**src/rtl/cpu_pkg.sv**
```systemverilog
// Shared constants and types for the square-root compute block.
package cpu_pkg;

  localparam int unsigned DATA_W    = 8;
  localparam int unsigned ADDR_W    = 8;
  localparam int unsigned OPER_W    = 2 * DATA_W;
  localparam int unsigned MEM_DEPTH = 256;
  localparam int unsigned BIT_W     = 3;

  localparam logic [ADDR_W-1:0] OPERAND_HI_ADDR = ADDR_W'(16);
  localparam logic [ADDR_W-1:0] OPERAND_LO_ADDR = ADDR_W'(17);
  localparam logic [ADDR_W-1:0] RESULT_ADDR     = ADDR_W'(18);

  typedef enum logic [2:0] {
    IDLE  = 3'd0,
    LOAD  = 3'd1,
    ITER  = 3'd2,
    STORE = 3'd3,
    DONE  = 3'd4
  } state_t;

endpackage

```
**src/rtl/data_mem.sv**
```systemverilog
// Byte-wide data memory: two combinational read ports, one synchronous write port.
module data_mem
  import cpu_pkg::*;
(
  input  logic              clk,
  input  logic [ADDR_W-1:0] rd_addr_a,
  output logic [DATA_W-1:0] rd_data_a,
  input  logic [ADDR_W-1:0] rd_addr_b,
  output logic [DATA_W-1:0] rd_data_b,
  input  logic [ADDR_W-1:0] addr,
  input  logic              we,
  input  logic [DATA_W-1:0] din
);

  logic [DATA_W-1:0] Core [MEM_DEPTH];

  assign rd_data_a = Core[rd_addr_a];
  assign rd_data_b = Core[rd_addr_b];

  // Contents are deliberately not reset.
  always_ff @(posedge clk) begin
    if (we) begin
      Core[addr] <= din;
    end
  end

endmodule

```
**src/rtl/cpu.sv**
```systemverilog
// Sequencer computing floor(sqrt) of a 16-bit operand held in data memory,
// one result bit per cycle by trial squaring.
module cpu
  import cpu_pkg::*;
(
  input  logic Clk,
  input  logic Reset,
  input  logic Start,
  output logic Ack
);

  state_t              state;
  logic                start_q;
  logic [DATA_W-1:0]   root;
  logic [OPER_W-1:0]   x;
  logic [BIT_W-1:0]    bit_idx;

  logic                launch_c;
  logic [DATA_W-1:0]   cand_c;
  logic [OPER_W-1:0]   cand_sq_c;
  logic [DATA_W-1:0]   op_hi_c;
  logic [DATA_W-1:0]   op_lo_c;
  logic                store_we_c;

  assign launch_c   = start_q & ~Start;
  assign cand_c     = root | (DATA_W'(1) << bit_idx);
  assign cand_sq_c  = OPER_W'(cand_c) * OPER_W'(cand_c);
  assign store_we_c = (state == STORE);

  data_mem DM1 (
    .clk       (Clk),
    .rd_addr_a (OPERAND_HI_ADDR),
    .rd_data_a (op_hi_c),
    .rd_addr_b (OPERAND_LO_ADDR),
    .rd_data_b (op_lo_c),
    .addr      (RESULT_ADDR),
    .we        (store_we_c),
    .din       (root)
  );

  // Start high anywhere but DONE aborts; in DONE it acknowledges the result.
  always_ff @(posedge Clk or posedge Reset) begin
    if (Reset) begin
      state   <= IDLE;
      Ack     <= 1'b0;
      root    <= '0;
      x       <= '0;
      bit_idx <= '0;
      start_q <= 1'b0;
    end else begin
      start_q <= Start;
      if (Start && state != DONE) begin
        state <= IDLE;
        Ack   <= 1'b0;
      end else begin
        case (state)
          IDLE: begin
            Ack <= 1'b0;
            if (launch_c) begin
              state <= LOAD;
            end
          end
          LOAD: begin
            x       <= {op_hi_c, op_lo_c};
            root    <= '0;
            bit_idx <= BIT_W'(DATA_W - 1);
            state   <= ITER;
          end
          ITER: begin
            if (cand_sq_c <= x) begin
              root <= cand_c;
            end
            if (bit_idx == '0) begin
              state <= STORE;
            end else begin
              bit_idx <= bit_idx - BIT_W'(1);
            end
          end
          STORE: begin
            Ack   <= 1'b1;
            state <= DONE;
          end
          DONE: begin
            if (Start) begin
              Ack   <= 1'b0;
              state <= IDLE;
            end
          end
          default: begin
            Ack   <= 1'b0;
            state <= IDLE;
          end
        endcase
      end
    end
  end

endmodule

```
**config.mk**
```make
export PLATFORM = sky130hd
export DESIGN_NAME = cpu
export DESIGN_NICKNAME = d
export VERILOG_FILES = /design/src/rtl/cpu_pkg.sv /design/src/rtl/data_mem.sv /design/src/rtl/cpu.sv
export SDC_FILE = /design/constraint.sdc
export NUM_CORES = 1
export LEC_CHECK = 0
export CAP_MARGIN = 15
export CORE_MARGIN = 4
export CORE_UTILIZATION = 30
export DETAILED_ROUTE_END_ITERATION = 6
export SYNTH_ARGS = -nofsm -noshare
export SYNTH_HDL_FRONTEND = slang
export SYNTH_SLANG_ARGS = --single-unit
```
**constraint.sdc**
```tcl
create_clock -name Clk -period 2.5 [get_ports Clk]
set_clock_uncertainty 0.2 [all_clocks]
set_input_delay 0.75 -clock Clk [delete_from_list [all_inputs] [get_ports Clk]]
set_output_delay 0.75 -clock Clk [all_outputs]
set_load 0.02 [all_outputs]
```
==> Word level (Yosys, flattened, before mapping) <==
Cells that the tools add are included.
{ "classes": {"addsub": 1, "eq_ne": 10, "muxes": 10, "bitwise": 3, "n_reduce_logical": 8} }
{ "op_table": {"columns": ["op", "n"], "rows": [
  ["2-to-1 mux 3 bit", 5],
  ["case mux 3 bit (5 select lines)", 1],
  ["!= test 3 bit (second input constant)", 4],
  ["equality test 3 x 2 -> 1 bit (second input constant)", 2],
  ["zero test 3 bit", 2],
  ["case mux 3 bit (2 select lines)", 1],
  ["AND reduction 3 bit", 2],
  ["equality test 3 x 1 -> 1 bit (second input constant)", 1],
  ["equality test 3 bit (second input constant)", 1],
  ["case mux 1 bit (3 select lines)", 1],
  ["subtractor 3 x 1 -> 3 bit (second input constant)", 1],
  ["2-to-1 mux 1 bit", 2],
  ["!= test 2 x 1 -> 1 bit (second input constant)", 1],
  ["!= test 2 bit (second input constant)", 1],
  ["inverter 1 bit", 2],
  ["AND reduction 2 bit", 1],
  ["nonzero test 2 bit", 1],
  ["OR reduction 2 bit", 1],
  ["bitwise AND 1 bit", 1],
  ["logical AND 1 bit", 1]
]} }
{ "word_totals": {"ff_bits": 8, "out_inout_bits": 1, "elab_cells": 36} }

==> Logic depth before layout (Yosys ltp) <==
{ "depth": {"word_depth": 5, "depth_mapped": 5} }

==> Worst setup path before layout <==
OpenSTA, ideal clock, no wires.
{ "synth_timing": {"kind": "in2reg", "start": "input port Start", "end": "register bit_idx[0]", "arrival_ns": 1.506, "setup_slack_ns": 0.700, "cell_stages": 4, "cell_sequence": "or2_0 > buf_2 > a211o_1 > a211oi_1"} }
{ "synth_between": {"elab_chain_len": 3} }
{ "synth_lines": {"columns": ["element", "line_no", "source"], "rows": [
  ["from (decl)", "cpu.sv:8", "input logic Start,"],
  ["logical AND 1 bit", "cpu.sv:52", "if (Start && state != DONE) begin"],
  ["inverter 1 bit (no source line)", null, null],
  ["AND reduction 3 bit (no source line)", null, null],
  ["to (signal assigned)", "cpu.sv:66", "bit_idx <= BIT_W'(DATA_W - 1);"],
  ["to (signal assigned)", "cpu.sv:76", "bit_idx <= bit_idx - BIT_W'(1);"],
  ["to (decl)", "cpu.sv:16", "logic [BIT_W-1:0] bit_idx;"]
]} }
Every way passes these cells.
A chain may end at the register's enable or synchronous reset.

==> Worst setup path in the final report <==
{ "layout_timing": {"start": "register Ack", "end": "output port Ack"} }
{ "layout_rtl": {"columns": ["element", "line_no", "source"], "rows": [
  ["from (decl)", "cpu.sv:9", "output logic Ack"],
  ["from (signal assigned)", "cpu.sv:45", "Ack <= 1'b0;"],
  ["from (signal assigned)", "cpu.sv:54", "Ack <= 1'b0;"],
  ["from (signal assigned)", "cpu.sv:58", "Ack <= 1'b0;"]
]} }
No word-level cell between the ends.

==> flow_summary.ini <==
[critical_path]
crit_required_ns = 1.55
worstPathArrival_ns = 1.22
path_cells = clkdlybuf4s50_1
cp-start-kind = flip-flop
critPathBufInv = 1
crit_type = flip-flop to primary output
cp-end-kind = primary output
cp_max_fo = 3
critical_path.top_delay_family = buffers and inverters
max_stage_delay_ns = 0.60
critical_path.slowest_cell = clkdlybuf4s50_1

[synthesis]
ys_top_cells_by_area = dfrtp_1, ha_1, inv_1, nor3_1, a211oi_1
synthTopCellsByCount = dfrtp_1, inv_1, nor2_1, nor3_1
ys_ff_latch = 8
synth.yosys.seq_area_share_pct = 46.4
yosysMostFrequentCell = dfrtp_1
syn_nets = 50
yosysTopAreaCell = dfrtp_1
netlist_area_um2 = 432
yosys_warnings = 0
synth_ff_type = dfrtp_1
yosysTopAreaCellShare_pct = 46.4
syn-instance-count = 45
synth-async-reset-ratio_pct = 100
syn_avg_cell_area_um2 = 9.59
ys_types = 24
synth_edf_count = 0

[timing]
min_period_ns = 2.17
relSlewSlack_pct = 73.1
tightest_slew_ns = 0.403
finalMaxSlewViolations = 0
fmax_mhz = 462
rsz0062_at_grt = no
setup_viol = 0
finalCritPeriodShare_pct = 86.6
final_hold_viol_count = 0
fin_tns_setup_ns = 0

[global_route]
grt_pass1_wl_um = 1500
grt_overflow = 0
grt_pass1_vias = 348
antenna_found_initial = 0
grt_use_total_pct = 10.5
grt_max_degree = 14

[clocking]
cts_resized = 0
numCtsBuffers = 3
root_buffer = clkbuf_4
clk_pin_slew_ns = 0.06
clockBufferDepth = 2
clock_latency_ns = 0.25
cts_num_sinks = 8
hold_buffers = 0
htree_levels = 1
postCtsSetupBuffers = 0
cts_tree = done

[layout]
postLayoutCellArea_um2 = 497
fill_cells = 130
syn2layout_area_growth_pct = 15.1
drive_above_1_share_pct = 8.16
postLayoutCoreUtil_pct = 37.2
num_antenna_cells = 0
fin_cells = 64
nNetsFinal = 56

[route]
ant_nets = 0
drc = 0
drtPass1Iterations = 2
viasPerCell = 5.11
wl_per_cell_um = 12.3
vias = 327
totalWireLength_um = 790
dr.first_iter.drc_count = 3

[placed_design]
dp.cells = 61
place.gp.congestion = 0.638
post-dp-hpwl_um = 556
portBuffers = 3
dpl_cell_area_um2 = 474

[floorplanning]
die_h_um = 45.9
die_area_um2 = 2110
die_x_um = 45.9
start_util_pct = 32.4
row_count = 13
core_area_um2 = 1330
num_io_pins = 4

[worst_hold_path]
min_path_type = flip-flop to flip-flop

[power_and_ir_drop]
peakVddDrop_mv = 0.337
power.density_nw_per_um2 = 825
p_leak_nw = 0.210

[run]
maxCapViolations = 0

[status]
status = finished clean
## worst paths after layout
check | cells past startpoint | slack [ns] | start | end
hold / removal | 2 | 0.38 | start_q | state[0]
min in group asynchronous | 2 | 0.54 | Reset | bit_idx[2]
max in group asynchronous | 2 | 1.32 | Reset | state[0]
setup / recovery | 1 | 0.33 | Ack | Ack
hold reg to reg | 2 | 0.38 | start_q | state[0]
setup reg to reg | 5 | 0.82 | bit_idx[0] | bit_idx[1]
## through the flow
stage          hold slack, ns  setup slack, ns  power (mW)
6_report                0.383            0.335       0.410
5_1_grt                 0.412            0.280       0.449
4_1_cts                 0.391            0.314       0.420
3_5_place_dp            0.370            0.167       0.315
3_3_place_gp            0.343            0.183       0.311
2_1_floorplan           0.313            0.700       0.287
## layer usage
| layer | GRT usage [%] | share of wire (%) | wire, um |
|---|---|---|---|
| met5 | 0 | 0 | 0 |
| met4 | 8.52 | 1.8 | 14 |
| met3 | 3.56 | 1.8 | 14 |
| met2 | 15.1 | 51 | 402 |
| met1 | 12.5 | 45 | 358 |
## registers in the layout, summed over array words and instances, names as in the netlist
signal,count
Ack,1
state,3
start_q,1
bit_idx,3
## report_power, final
group / switching, mW / internal [mW] / leakage (nW)
combinational: 0.0621 / 0.0567 / 0.0945
clock: 0.0451 / 0.0550 / 0.0138
sequential: 0.0318 / 0.159 / 0.102
total: 0.139 / 0.271 / 0.210
## layout by cell type, fill, tap and decap left out
| master | n |
|---|---|
| or2_0 | 1 |
| nor4_1 | 2 |
| clkbuf_4 | 3 |
| dfrtp_1 | 8 |
| o31a_1 | 1 |
| a211oi_1 | 2 |
| nand3_1 | 1 |
| nand2_1 | 2 |
| buf_4 | 1 |
| nor3_1 | 3 |
| and2_1 | 1 |
| inv_1 | 5 |
| clkdlybuf4s50_1 | 3 |
| a21oi_1 | 2 |
| maj3_1 | 1 |
| mux2i_1 | 1 |
| nor2b_1 | 1 |
| a211o_1 | 1 |
| a21o_1 | 1 |
| nor2_1 | 3 |
| nor4bb_1 | 1 |
| ha_1 | 2 |
| or3_1 | 1 |
| xnor2_1 | 1 |
| o311ai_0 | 1 |
## cells by family after synthesis
kind of cell / count (synthesis) / share of synthesized area (%)
buffers and inverters: 8 / 7.54
XOR/XNOR: 1 / 2.03
flip-flops: 8 / 46.4
AND/OR/NAND/NOR: 16 / 20.0
AO/OA/AOI/OAI: 8 / 13.6
adder cells (fa/ha/maj): 3 / 8.12
multiplexers: 1 / 2.32
## tightest hold or removal path, cell delays in order (launching register included)
cell and delay, ns:
dfrtp_1 0.33, mux2i_1 0.06, nor3_1 0.13
## area by class of cell
type                            count  area (um^2)  area share, %
Tap cell                           15         18.8           3.78
Sequential cell                     8          200           40.3
Multi-Input combinational cell     29          199           40.1
Inverter                            5         18.8           3.78
Clock buffer                        3         22.5           4.53
Timing Repair Buffer                4         37.5           7.56
Power figures use the tool's default switching activity.
